## config.mk

```make
export PLATFORM = sky130hd
export DESIGN_NAME = input_irq_controller
export DESIGN_NICKNAME = d
export VERILOG_FILES = /design/src/rtl/input_irq_controller.sv
export SDC_FILE = /design/constraint.sdc
export NUM_CORES = 1
export LEC_CHECK = 0
export CORE_MARGIN = 5
export CORE_UTILIZATION = 40
export DETAILED_ROUTE_END_ITERATION = 6
export PLACE_DENSITY = 0.81
export SYNTH_ARGS = -nofsm -noshare
export SYNTH_HDL_FRONTEND = slang
export SYNTH_SLANG_ARGS = --single-unit
```

## constraint.sdc

```tcl
create_clock -name clk -period 1.5 [get_ports clk]
set_input_delay 0.3 -clock clk [delete_from_list [all_inputs] [get_ports clk]]
set_output_delay 0.3 -clock clk [all_outputs]
set_load 0.1 [all_outputs]
```

## src/rtl/input_irq_controller.sv

```systemverilog
// Round-robin interrupt arbiter for up to four byte-wide input devices.
// A granted byte and its source ID are held behind an Avalon-MM slave until the CPU reads DATA.
module input_irq_controller #(
   parameter int unsigned N_SRC = 4
) (
   input  logic                 clk,
   input  logic                 reset,
   input  logic [N_SRC-1:0]     src_irq,
   output logic [N_SRC-1:0]     src_read,
   input  logic [8*N_SRC-1:0]   src_readdata,
   input  logic [1:0]           avl_address,
   input  logic                 avl_read,
   input  logic                 avl_write,
   input  logic [7:0]           avl_writedata,
   output logic [7:0]           avl_readdata,
   output logic                 avl_irq
);

   typedef enum logic [1:0] {
      IDLE  = 2'd0,
      FETCH = 2'd1,
      HOLD  = 2'd2
   } state_t;

   state_t             state_q, state_d;
   logic [1:0]         ptr_q, ptr_d;
   logic [1:0]         grant_q, grant_d;
   logic               valid_q, valid_d;
   logic [1:0]         id_q, id_d;
   logic [7:0]         data_q, data_d;
   logic [N_SRC-1:0]   mask_q, mask_d;
   logic [N_SRC-1:0]   src_read_q, src_read_d;
   logic [7:0]         rdata_q, rdata_d;

   logic [N_SRC-1:0]   eligible;
   logic [7:0]         pending8;
   logic [1:0]         scan_idx;
   logic               scan_found;
   logic [7:0]         sel_byte;
   logic               data_rd;

   assign eligible = src_irq & mask_q;
   assign data_rd  = avl_read && (avl_address == 2'd1) && valid_q;

   always_comb begin
      pending8 = '0;
      pending8[N_SRC-1:0] = eligible;
   end

   // First eligible index at or above ptr, wrapping modulo N_SRC.
   always_comb begin
      int unsigned idx;
      scan_found = 1'b0;
      scan_idx   = ptr_q;
      for (int unsigned i = 0; i < N_SRC; i++) begin
         idx = 32'(ptr_q) + i;
         if (idx >= N_SRC) idx = idx - N_SRC;
         if (!scan_found && eligible[idx]) begin
            scan_found = 1'b1;
            scan_idx   = 2'(idx);
         end
      end
   end

   always_comb begin
      sel_byte = '0;
      for (int unsigned i = 0; i < N_SRC; i++) begin
         if (grant_q == 2'(i)) sel_byte = src_readdata[8*i +: 8];
      end
   end

   always_comb begin
      state_d    = state_q;
      ptr_d      = ptr_q;
      grant_d    = grant_q;
      valid_d    = valid_q;
      id_d       = id_q;
      data_d     = data_q;
      mask_d     = mask_q;
      src_read_d = '0;
      rdata_d    = rdata_q;

      case (state_q)
         IDLE: begin
            if (scan_found) begin
               grant_d = scan_idx;
               for (int unsigned i = 0; i < N_SRC; i++) begin
                  src_read_d[i] = (scan_idx == 2'(i));
               end
               state_d = FETCH;
            end
         end
         FETCH: begin
            data_d  = sel_byte;
            id_d    = grant_q;
            valid_d = 1'b1;
            ptr_d   = (grant_q == 2'(N_SRC - 1)) ? 2'd0 : grant_q + 2'd1;
            state_d = HOLD;
         end
         HOLD: begin
            if (data_rd) begin
               valid_d = 1'b0;
               state_d = IDLE;
            end
         end
         default: state_d = IDLE;
      endcase

      if (avl_write && (avl_address == 2'd2)) mask_d = avl_writedata[N_SRC-1:0];

      if (avl_read) begin
         case (avl_address)
            2'd0:    rdata_d = {valid_q, 5'b0, id_q};
            2'd1:    rdata_d = data_q;
            2'd2:    rdata_d = 8'(mask_q);
            default: rdata_d = pending8;
         endcase
      end
   end

   always_ff @(posedge clk or posedge reset) begin
      if (reset) begin
         state_q    <= IDLE;
         ptr_q      <= '0;
         grant_q    <= '0;
         valid_q    <= 1'b0;
         id_q       <= '0;
         data_q     <= '0;
         mask_q     <= '0;
         src_read_q <= '0;
         rdata_q    <= '0;
      end else begin
         state_q    <= state_d;
         ptr_q      <= ptr_d;
         grant_q    <= grant_d;
         valid_q    <= valid_d;
         id_q       <= id_d;
         data_q     <= data_d;
         mask_q     <= mask_d;
         src_read_q <= src_read_d;
         rdata_q    <= rdata_d;
      end
   end

   assign src_read     = src_read_q;
   assign avl_irq      = valid_q;
   assign avl_readdata = rdata_q;

endmodule
```

==> run summary, run 1 <==
The flow ran to the end, but the final reports show violations. The final reports fail on negative setup slack. In this run the worst path has a maximum fanout of 7. The logs give 33 for the count of cell types in the netlist and 1865 for the via count of the first global-routing pass.

Summing the sequential cell areas from Yosys gives 47.2% of the chip area. In this run the core area contains 24 standard-cell rows. On the critical path the largest part of the delay comes from compound AO/OA/AOI/OAI gates. Counting the buffers created by CTS gives 5. The die is 76.1 um wide.

Ranked by total cell area, the synthesized netlist is headed by dfrtp_1, a21oi_1, mux2_2. The synthesized design contains 0 enable-type register cells. The signal on the critical path passes through inv_2, ha_4, and2b_4, a221oi_2, a211o_1, a21oi_2. The synthesized netlist devotes 13.6% of its cell area to simple gates.

The number of buffers between clock root and the deepest sink is 2. Of the available clock period, the critical path in the final layout requires 102%. By instance count, the leading cell after synthesis is dfrtp_1. The final critical-path setup slack is -33.8 ps. STA classifies the critical path startpoint as a flop. At the pin with the least slew margin, the transition time is 320 ps.

The run gives 0 as the number of nets with antenna violations after detailed routing. The number of sinks on the clock net came out at 33. For the achievable frequency, the log shows 652 MHz.

Measured against its own limit, the worst slew margin works out to 78.5%. In this design, the stage delay of the slowest critical-path cell is 390 ps. At the worst endpoint, the required time is 1720 ps. The HPWL after detailed placement is 3.75 mm. Height of the die: 76.1 um. Synthesis produced a netlist with a net count of 239. The number of hold buffers added after CTS was 0.

The final max-slew violation count is 0, and the synthesized instance count is 185. The tools report the largest net degree at the start of global routing as 34. The areal power density over the cells works out to 735 nW/um2. The startpoint identified for the worst register-to-register timing path is grant_q[1]. The count of state elements after synthesis came out at 33. The number of endpoints with negative hold slack in the final report is 0. The first-iteration detailed-routing DRC count is 101.

For the worst-skew pair, the clock arrives at the later sink with an insertion delay of 280 ps. Cell type of the slowest stage on the worst timing path: dfrtp_1. The clock-pin transition on the worst setup and hold timing paths was 70 ps. STA classifies the critical path endpoint as a flop.

0 antenna diodes ended up in the layout. Summing all placed instances gives a cell area of 2660 um2. Max-cap violations in this run came to 0. The run gives 4 as the first-pass iteration count of the detailed router. The sum of routed wire length over all layers was 5.12 mm. The post-synthesis compound-gate area fraction was 24.0%. TritonCTS built the clock tree. The routed via count divided by cell count is 5.42. The xor and xnor area share after synthesis was 0%. The type of the tightest min-delay check is in -> async.

After Yosys synthesis, full adders, half adders and majority gates account for 2.86% of the synthesized area. The finished cells cover 2910 um2. Summed over all cells, the static leakage comes to 1.33 nW.

Summing every instance area after synthesis gives 1750 um2. The minimum clock period after layout is 1530 ps, and the final routed wire length divided by cell count is 16.2 um. The first global-routing pass estimated 8.83 mm of wire. For the routed via count, the log shows 1714. The critical path is of the reg -> reg type.

The critical path starts at grant_q[1]. Data on the critical path arrives at its endpoint at 1750 ps. The run gives 0.862 as the weighted congestion reported at the end of routability-driven placement. The combinational family with the most area after synthesis was compound AO/OA/AOI/OAI gates. At the end of the flow, the number of nets in the layout was 317.

The yosys synthesis warning count is 0, and the buffer and inverter count on the worst path is 1. Setup repair after global routing could not meet its margin everywhere. In this run the standard cell core region covers 4290 um2. After routing, the total negative slack on setup checks comes to -55.0 ps. The count of buffers added on input and output ports is 58. After global routing the overflow that remains totals 0. The multiplexer share of the synthesized area came out at 6.29%. The share of post-route cells with drive strength above 1 works out to 30.7%. The count of boundary I/O pins is 63. The overall routing resource usage was 18.6%; the async set or reset register ratio after synthesis was 100%. On the final layout, the worst clock skew is 3.88 ps. The average instance area after synthesis came out at 9.46 um2. In this run the clock root is driven by a clkbuf_8.

Top flip-flop cell by instance count after synthesis: dfrtp_1. The logs give 5800 um2 for the overall die area and 40.7% for the initial cell density of the core. Relative area change from synthesis to final layout: 66.4%. The commonest cells after synthesis are dfrtp_1, a21oi_1, inv_1. The share of the synthesized area in the top cell type is 47.2%, and the number of H-tree levels is 2. The tools report the worst ir drop on vdd as 0.455 mV. Summed over all instances, the cell type with the most area after synthesis is dfrtp_1.

The remaining routing DRC violations is 0. The number of antenna violations at the first check in global routing was 0; the final setup violation count was 2.
-- registers in the layout (all words and copies together) (netlist names) --
name,flops
state_q,2
ptr_q,2
grant_q,2
avl_readdata,8
mask_q,4
data_q,8
src_read,4
avl_irq,1
id_q,2
-- placed cells by master (no fill, tap or decap), types with 5 or more instances in the layout --
cell type / netlist / final
clkdlybuf4s50_1: 0 / 41
dfrtp_1: 33 / 31
buf_4: 0 / 21
a21oi_1: 24 / 17
buf_12: 0 / 14
inv_1: 15 / 13
nand2_1: 14 / 13
nor2_1: 10 / 10
a211o_1: 8 / 8
a21oi_2: 0 / 7
o21ai_0: 7 / 7
mux2_2: 7 / 7
nand3_1: 7 / 7
a221oi_2: 1 / 6
clkbuf_8: 0 / 5
-- per-layer routing --
metal / wire [um] / global-route usage (%) / vias to the layer above
li1: - / - / 820
met1: 1950 / 20.4 / 827
met2: 2750 / 33.6 / 51
met3: 272 / 5.56 / 16
met4: 143 / 6.12 / 0
met5: 0 / 0 / -
-- area by class of cell --
class,instances,area (um2)
fill,320,1380
multi-input combinational,125,961
timing repair buffer,82,910
sequential,33,828
clock buffer,6,72.6
tap,52,65.1
inverter,16,63.8
clock inverter,2,10.0
-- worst min-delay path, stage by stage --
cell             delay [ps]
clkdlybuf4s50_1         400
inv_1                    90
buf_12                  210
-- where the power goes --
group | switching, mW | internal [mW]
combinational | 0.271 | 0.270
sequential | 0.0389 | 0.925
clock | 0.314 | 0.321
total | 0.623 | 1.52
-- worst paths after layout --
kind                            cells past startpoint    endpoint  slack, ps
worst min-delay path                                3   mask_q[3]        360
max in group asynchronous                           3  grant_q[0]        950
worst min register to register                      2     id_q[0]        480
worst max register to register                      6   data_q[2]        -30
min in group clk                                    2     id_q[0]        480
worst max-delay path                                6   data_q[2]        -30
-- repair_timing --
| action | CTS | global route |
|---|---|---|
| endpoints found under the setup margin | 13 | 19 |
| resized for setup | 17 | 19 |
| pin swaps | 5 | 9 |
| setup buffers | 2 | 2 |
-- cells by family after synthesis --
kind of cell / count (synthesis)
AOI/OAI and AO/OA: 63
and+or+nand+nor: 48
DFF: 33
buffers and inverters: 27
muxes: 10
adders and majority gates: 4
-- metrics by stage --
step | hold WS, ps | setup slack, ps | util, % | cells | total power [mW]
floorplan | 429 | -12.2 | - | 185 | 1.21
CTS | 376 | -25.6 | 65.6 | 315 | 2.14
global placement | 457 | -335 | 61.8 | 305 | 1.46
finish | 362 | -33.8 | 67.8 | 316 | 2.14
global route | 399 | -106 | 67.8 | 316 | 2.24
detailed placement | 476 | -347 | 61.8 | 305 | 1.48
(Power assumes the default switching activity.)
==> run 2, diff against run 1 <==
--- a/config.mk
+++ b/config.mk
@@ -9,6 +9,8 @@
 export CORE_UTILIZATION = 40
 export DETAILED_ROUTE_END_ITERATION = 6
 export PLACE_DENSITY = 0.81
+export REMOVE_ABC_BUFFERS = 1
+export SKIP_CTS_REPAIR_TIMING = 1
 export SYNTH_ARGS = -nofsm -noshare
 export SYNTH_HDL_FRONTEND = slang
 export SYNTH_SLANG_ARGS = --single-unit
==> run 2 against run 1 <==
Effect of this change:
- the run now ends clean
- clock power rose by 2%
- clock skew rose by 3.4 ps
- non-clock buffer count rose by 5
- final cell count rose by 1.6%
- hold slack got worse by 3.6 ps
- highest routed layer unchanged
==> run summary, run 2 (synthesized netlist as in run 1, its figures left out) <==
The flow ran to the end, and the final reports show no timing, DRC or antenna violations. Excluding fillers, the count of instances in the completed layout stands at 321. The relative area change from synthesis to final layout was 67.9%. The tools report the routed via count as 1773.

The min-delay analysis places its worst path in the category in -> async. In the routed design, unresolved DRC markers number 0. The logs give 0.850 for the weighted congestion reported at the end of routability-driven placement and 2 for the number of H-tree levels. The overall routing resource usage was 17.6%; the area of the core was 4290 um2.

Setup repair after global routing could not meet its margin everywhere. The die covers 5800 um2. The clock insertion delay at the later pin of the skew report was 290 ps; the highest cell delay on the worst timing path was 450 ps. Across the VDD grid, the largest voltage drop is 0.479 mV. STA classifies the critical path endpoint as a flop. Number of sinks on the clock net: 33.

The critical path contains buffers and inverters numbering 2 combined. The clock arrives with 7.30 ps of skew. The logs give 947 um2 for the multi-input gate area in the final layout and 19.7 ps for the final critical-path setup slack. On the critical path the largest part of the delay comes from flip-flops. The share of post-route cells with drive strength above 1 was 30.1%. The achievable frequency is 676 MHz. The logs give 20 ps for the worst-case register-to-register setup slack and 0 for the number of maximum-capacitance constraint violations. The run gives 3.86 mm as the final HPWL from detailed placement.

The startpoint identified for the worst register-to-register timing path is grant_q[0]. In this run the tool buffered the top-level ports with 58 buffer cells. The most common cell after layout, fill and taps aside was clkdlybuf4s50_1.

The width of the die came out at 76.1 um. For this configuration, the core starts out at a cell density of 40.7%. The critical path goes through inv_2, ha_2, buf_4, a21oi_1, o31ai_1. In this run, CTS created clock tree buffers numbering 5.

Entering global routing, the biggest net connects 34 pins. For the number of nets with antenna violations after detailed routing, the log shows 0. The areal power density over the cells came out at 733 nW/um2. The tools report the final-layout fill cell count as 306. First-iteration detailed-routing DRC count: 164.

Combined flip-flop and latch cell area: 828 um2. TritonCTS built the clock tree. The cell leakage power is 1.37 nW, and the clock-pin transition on the worst setup and hold timing paths is 70 ps. The worst pin sits at a relative slew slack of 71.2%.

The final setup violation count came out at 0. The tools report the via count of the first global-routing pass as 1786. The routed design has 5.30 mm of wire. The repair_antennas step left the layout with diodes totalling 0. Subtracting the final worst setup slack from the clock period gives 1480 ps.

In this run the worst path has a maximum fanout of 11. Counting along the longest clock path gives a buffer depth of 2. In the finished design, the share of the clock period the worst path needs comes to 98.7%. The routed via count divided by cell count is 5.52, and the transition time of the tightest slew-check pin is 432 ps.

63 I/O pins were placed. Dividing the detail-routed wire length by the instance count gives 16.5 um. The run gives 24 as the placement row count.

STA classifies the critical path startpoint as a flop. The height of the die came out at 76.1 um. Cell type of the slowest stage on the worst timing path: dfrtp_2. The setup total negative slack was 0 ps. Before antenna repair, the detailed router went through 4 iterations. The global-route wire length before repair was 8.31 mm; the depth of the worst register-to-register path was 5.

Endpoint of the lowest-slack register-to-register path: data_q[6]. Kind of critical path: reg -> reg. Leaving out fill and tap cells, the most frequent cells in the layout are clkdlybuf4s50_1, dfrtp_1, buf_4, a21oi_1, buf_12. At the end of the flow, the number of nets in the layout was 322. The total global routing overflow is 0. The cell total after placement is 309.

Timing analysis after detailed placement gives a worst setup slack of -398 ps. The final max-slew violation count came out at 0. The tools report the number of endpoints with negative hold slack in the final report as 0. Data arrives at the worst endpoint at 1670 ps.

For the worst setup path, the data required time is 1690 ps. The cell sitting at the root of the clock tree is a clkbuf_8. The number of antenna violations at the first check in global routing was 0.
run 2: metal layers:
| layer | track usage (%) | vias to the layer above | part of all wire, % |
|---|---|---|---|
| met4 | 7.34 | 0 | 1.8 |
| met3 | 4.96 | 11 | 5.6 |
| met5 | 0 | - | 0 |
| li1 | - | 835 | - |
| met2 | 30.1 | 59 | 52 |
| met1 | 20.5 | 868 | 41 |
run 2: worst register-to-register path: stages (launching register included):
cell	delay, ps
dfrtp_2	450
inv_2	110
ha_2	360
buf_4	190
a21oi_1	80
o31ai_1	200
run 2: through the flow:
step                area, um2  total power [mW]  hold WS (ps)  utilization (%)
finish                   2940              2.15           359             68.4
global route             2940              2.25           408             68.4
CTS                      2760              2.12           367             64.3
detailed placement       2680              1.48           462             62.4
global placement         2680              1.47           461             62.4
floorplan                1710              1.21           396                -
run 2: final cells by class:
| cell class | count | area share, % |
|---|---|---|
| repair buffers | 87 | 32.5 |
| multi-input cells | 125 | 32.3 |
| flip-flops and latches | 33 | 28.2 |
| clock buffers | 8 | 2.73 |
| well taps | 52 | 2.22 |
| inverters | 16 | 2.09 |
run 2: worst max-delay path by stage:
| stage | startpoint | to | slack, ps | cells after the start |
|---|---|---|---|---|
| floorplan | grant_q[1] | data_q[0] | -50 | 6 |
| global placement | src_irq[3] | grant_q[0] | -330 | 6 |
| detailed placement | src_irq[3] | grant_q[0] | -400 | 6 |
| CTS | grant_q[0] | data_q[4] | -190 | 6 |
| global route | grant_q[0] | data_q[6] | -30 | 5 |
| finish | grant_q[0] | data_q[6] | 20 | 5 |
run 2: power breakdown:
group | switching [mW] | internal (mW)
clock | 0.318 | 0.329
sequential | 0.0413 | 0.925
combinational | 0.266 | 0.273
total | 0.624 | 1.53
